$ cat src/rtl/instr_fetch.sv
// Fetch unit: owns the program counter, drives the ROM address, captures the
// registered ROM word one clock later and queues fetched words for decode.
// A taken branch flushes every wrong-path word and restarts fetch at the target.
//
// state   | meaning
// S_FETCH | normal fetch; issue whenever the queue has room for the word
// S_FLUSH | one cycle after a redirect; queue empty, target issued if enabled
module instr_fetch #(
    parameter int                  ADDR_W     = 10,
    parameter int                  INSTR_W    = 16,
    parameter logic [ADDR_W-1:0]   RESET_IP   = '0,
    parameter logic [INSTR_W-1:0]  NOP_WORD   = '0,
    parameter int                  FIFO_DEPTH = 2
) (
    input  logic               Clock,
    input  logic               Reset,
    output logic [ADDR_W-1:0]  oIp,
    input  logic [INSTR_W-1:0] iInstr,
    input  logic               iEnable,
    output logic               oValid,
    input  logic               iReady,
    output logic [INSTR_W-1:0] oInstr,
    output logic [ADDR_W-1:0]  oInstrIp,
    input  logic               iBranchTaken,
    input  logic [ADDR_W-1:0]  iBranchTarget
);

    localparam int PTR_W = $clog2(FIFO_DEPTH);
    localparam int CNT_W = PTR_W + 1;

    typedef enum logic {
        S_FETCH = 1'b0,
        S_FLUSH = 1'b1
    } state_t;

    state_t              state;
    state_t              state_nxt;
    logic [ADDR_W-1:0]   pc;
    logic                pend;
    logic [ADDR_W-1:0]   pend_ip;
    logic [INSTR_W-1:0]  fifo_instr [FIFO_DEPTH];
    logic [ADDR_W-1:0]   fifo_ip    [FIFO_DEPTH];
    logic [PTR_W-1:0]    rd_ptr;
    logic [PTR_W-1:0]    wr_ptr;
    logic [CNT_W-1:0]    count;
    logic [CNT_W-1:0]    occupancy;
    logic                pop;
    logic                push;
    logic                issue;

    assign oValid    = (count != '0);
    assign pop       = oValid & iReady;
    // A word landing in the same cycle as a redirect is on the wrong path.
    assign push      = pend & ~iBranchTaken;
    // Slots already spoken for once this cycle's pop and the in-flight word settle.
    assign occupancy = count + CNT_W'(pend) - CNT_W'(pop);

    assign oIp      = pc;
    assign oInstr   = oValid ? fifo_instr[rd_ptr] : NOP_WORD;
    assign oInstrIp = oValid ? fifo_ip[rd_ptr]    : '0;

    // FSM state register
    always_ff @(posedge Clock or posedge Reset) begin
        if (Reset) state <= S_FETCH;
        else       state <= state_nxt;
    end

    // Next state and issue decision; a redirect cancels any issue this cycle
    always_comb begin
        state_nxt = S_FETCH;
        issue     = 1'b0;
        if (iBranchTaken) begin
            state_nxt = S_FLUSH;
        end else if (iEnable) begin
            if (state == S_FLUSH)                        issue = 1'b1;
            else if (occupancy < CNT_W'(FIFO_DEPTH))     issue = 1'b1;
        end
    end

    // Program counter and the one-deep in-flight tracker
    always_ff @(posedge Clock or posedge Reset) begin
        if (Reset) begin
            pc      <= RESET_IP;
            pend    <= 1'b0;
            pend_ip <= '0;
        end else if (iBranchTaken) begin
            pc      <= iBranchTarget;
            pend    <= 1'b0;
        end else if (issue) begin
            pc      <= pc + ADDR_W'(1);
            pend    <= 1'b1;
            pend_ip <= pc;
        end else begin
            pend    <= 1'b0;
        end
    end

    // Queue pointers and occupancy; a redirect empties the queue
    always_ff @(posedge Clock or posedge Reset) begin
        if (Reset) begin
            rd_ptr <= '0;
            wr_ptr <= '0;
            count  <= '0;
        end else if (iBranchTaken) begin
            rd_ptr <= '0;
            wr_ptr <= '0;
            count  <= '0;
        end else begin
            if (push) wr_ptr <= wr_ptr + PTR_W'(1);
            if (pop)  rd_ptr <= rd_ptr + PTR_W'(1);
            count <= count + CNT_W'(push) - CNT_W'(pop);
        end
    end

    // Queue storage; contents are only meaningful below count, so no reset
    always_ff @(posedge Clock) begin
        if (push) begin
            fifo_instr[wr_ptr] <= iInstr;
            fifo_ip[wr_ptr]    <= pend_ip;
        end
    end

endmodule

$ cat config.mk
export PLATFORM = sky130hd
export DESIGN_NAME = instr_fetch
export DESIGN_NICKNAME = d
export VERILOG_FILES = /design/src/rtl/instr_fetch.sv
export SDC_FILE = /design/constraint.sdc
export NUM_CORES = 1
export LEC_CHECK = 0
export CAP_MARGIN = 15
export CORE_ASPECT_RATIO = 1.5
export CORE_UTILIZATION = 42
export CTS_BUF_LIST = sky130_fd_sc_hd__clkbuf_8
export DETAILED_ROUTE_END_ITERATION = 12
export PLACE_DENSITY = 0.7
export SLEW_MARGIN = 25
export SYNTH_ARGS = -nofsm -noshare
export SYNTH_HDL_FRONTEND = slang
export SYNTH_SLANG_ARGS = --single-unit
$ cat constraint.sdc
create_clock -name Clock -period 2.5 [get_ports Clock]
set_clock_uncertainty 0.1 [all_clocks]
set_input_delay 0.5 -clock Clock [delete_from_list [all_inputs] [get_ports Clock]]
set_output_delay 0.5 -clock Clock [all_outputs]
set_load 0.005 [all_outputs]
==> flow_metrics.tcl <==
set metrics [dict create \
    antenna_found_initial 0 \
    coreArea_sq_um 7958 \
    ios 68 \
    post-cts-setup-buffers 0 \
    clock-sinks 78 \
    die_w_microns 75.72 \
    clk_transition_reported_paths_ns 0.08 \
    setup_viol 0 \
    post-route-min-period_ns 2.378 \
    power_density_nw_per_um2 723.3 \
    syn_inst 257 \
    cts.repair.resized 0 \
    grt_max_degree 29 \
    die_h_microns 112.6 \
    netlist_area_sq_um 3423 \
    reg2reg_slack_ns 0.75 \
    synth_largest_area_cell "edfxtp_1" \
    r2r_end "oIp[5]" \
    route.detailed.drc 0 \
    yosysMostFrequentCell "edfxtp_1" \
    synth.area.top_cells "edfxtp_1 (46%), dfrtp_1 (19%), mux2i_1 (7.6%)" \
    syn_to_final_growth_pct 30.92 \
    synthFlopType "edfxtp_1" \
    dr_total_vias 2301 \
    total_power_mw 3.241 \
    cap_violations 0 \
    gp_congestion 0.8834 \
    p_leak_nw 1.571 \
    yosys_warnings 0 \
    gr-usage-all-layers_pct 16.62 \
    avgSynthCellArea_sq_um 13.32 \
    cts_tree "built" \
    final_nets 365 \
    vias_per_cell 5.206 \
    ctsHoldBuffers 0 \
    wl_per_cell_microns 14.43 \
    endpoint_kind "primary output" \
    min_delay_worst_endpoint "fifo_ip[1][4]" \
    multi_input_area_sq_um 1109 \
    crit_required_ns 1.90 \
    r2r.worst_path.cells 5 \
    cp_max_fo 26 \
    hold_depth 0 \
    port_buffers 67 \
    clk_latency_ns 0.34 \
    cp-start-kind "flop" \
    setup_tns_ns 0 \
    totalWireLength_microns 6377 \
    start_util_pct 43.02 \
    critical_path_class "reg2out" \
    num_antenna_cells 0 \
    async_flop_share_pct 33.33 \
    synthDistinctLibCells 37 \
    fillers 667 \
    dr.pass1.iters 6 \
    dieArea_sq_um 8523 \
    fmax_mhz 420.5 \
    synth-seq-area-share_pct 64.62 \
    place_hpwl_microns 4367 \
    area.sequential_sq_um 2212 \
    drt_iter0_drc 107 \
    ys_seq_elements 78 \
    synth_edf_count 52 \
    rows 40 \
    syn_nets 290 \
    ant_nets 0 \
    grt_pass1_wl_microns 10490 \
    yosys-top-cells-count "edfxtp_1 (52), nor2_1 (34), dfrtp_1 (26), mux2i_1 (26), o2111ai_1 (15)" \
    h-tree-depth 3 \
    min_path_type "reg2reg" \
    finalCritPeriodShare_pct 95.13 \
    tightestPinTransition_ns 0.4591 \
    grt_pass1_vias 2323 \
    clk_path_buf_depth 2 \
    overflow 0 \
    rsz0062_at_grt "no" \
    arrival_ns 1.78 \
    layout-drive-gt1-share_pct 9.496 \
    cts_buffers 9 \
    hold_violations 0 \
    maxSlewHeadroom_pct 69.36 \
    root_buffer "clkbuf_8" \
    yosys.area.top_type_share_pct 45.61 \
    report.final.slew_viol_count 0 \
    vdd_drop_max_mv 0.3275 \
    hp-start "pend_ip[4]" \
    reg2reg_from "pend" \
    status "complete, no violations" \
]
cell usage in the layout (no fill, tap or decap), types with 6 or more instances in the layout:
cell type and count:
nor3_1 6, edfxtp_1 52, dfrtp_1 26, mux2i_1 26, nor2_1 33, inv_1 11
nand3_1 7, mux2_1 10, o2111ai_1 15, clkbuf_8 10, nor2b_1 7, clkdlybuf4s50_1 67
state kept, by name, summed over array words and instances (netlist names):
register	count
count	2
pend	1
fifo_ip	20
pend_ip	10
rd_ptr	1
oIp	10
fifo_instr	32
state	1
wr_ptr	1
critical path, stage by stage, from the launching register on:
cell             delay (ns)
dfrtp_1                0.42
buf_12                 0.19
mux2i_1                0.14
nor2_1                 0.14
clkdlybuf4s50_1        0.53
how the worst max path moves through the flow:
stage | start | to | slack (ns) | depth (start not counted)
floorplan | iBranchTaken | fifo_instr[0][0] | 0.37 | 3
global placement | iReady | pend_ip[4] | 0.24 | 6
detailed placement | iReady | pend_ip[3] | 0.20 | 6
CTS | rd_ptr | oInstrIp[7] | 0.08 | 4
global route | rd_ptr | oInstrIp[7] | 0.01 | 4
finish | rd_ptr | oInstrIp[7] | 0.12 | 4
cell families (layout without fill, tap and decap cells):
family	after synthesis	in the layout	share of synthesized area (%)
xor+xnor	4	4	1.024
compound gates	39	39	9.137
buf+inv	25	105	3.143
simple gates	73	73	10.45
fa+ha+maj	2	2	0.7309
flops	78	78	64.62
mux	36	36	10.89
per-layer routing:
layer	part of all wire, %	global-route usage [%]	vias to the layer above	routed length (microns)
li1	-	-	1121	-
met1	39	18.04	1078	2460
met2	53	28.10	93	3389
met3	6.5	4.309	9	415
met4	1.8	10.00	0	112
met5	0	0	-	0
power by group:
part	internal [mW]	switching, mW
registers	1.51	0.104
clock network	0.383	0.433
logic	0.459	0.352
total	2.35	0.888
stage by stage:
step | std cells | setup WS [ns] | hold slack [ns] | utilization, % | area [sq um]
2_1_floorplan | 257 | 0.3700 | 0.3382 | - | 3426
3_3_place_gp | 426 | 0.2416 | 0.3478 | 54.10 | 4305
3_5_place_dp | 426 | 0.1963 | 0.3639 | 54.10 | 4305
4_1_cts | 442 | 0.08319 | 0.3841 | 56.32 | 4482
5_1_grt | 442 | 0.01363 | 0.3981 | 56.32 | 4482
6_report | 442 | 0.1218 | 0.3768 | 56.32 | 4482
layout make-up:
| cell class | instances | area share, % |
|---|---|---|
| Multi-Input combinational cell | 154 | 24.73 |
| Timing Repair Buffer | 77 | 18.03 |
| Sequential cell | 78 | 49.36 |
| Tap cell | 105 | 2.931 |
| Clock buffer | 10 | 3.071 |
| Clock inverter | 6 | 0.8654 |
| Inverter | 12 | 1.005 |
(Power assumes the default switching activity.)
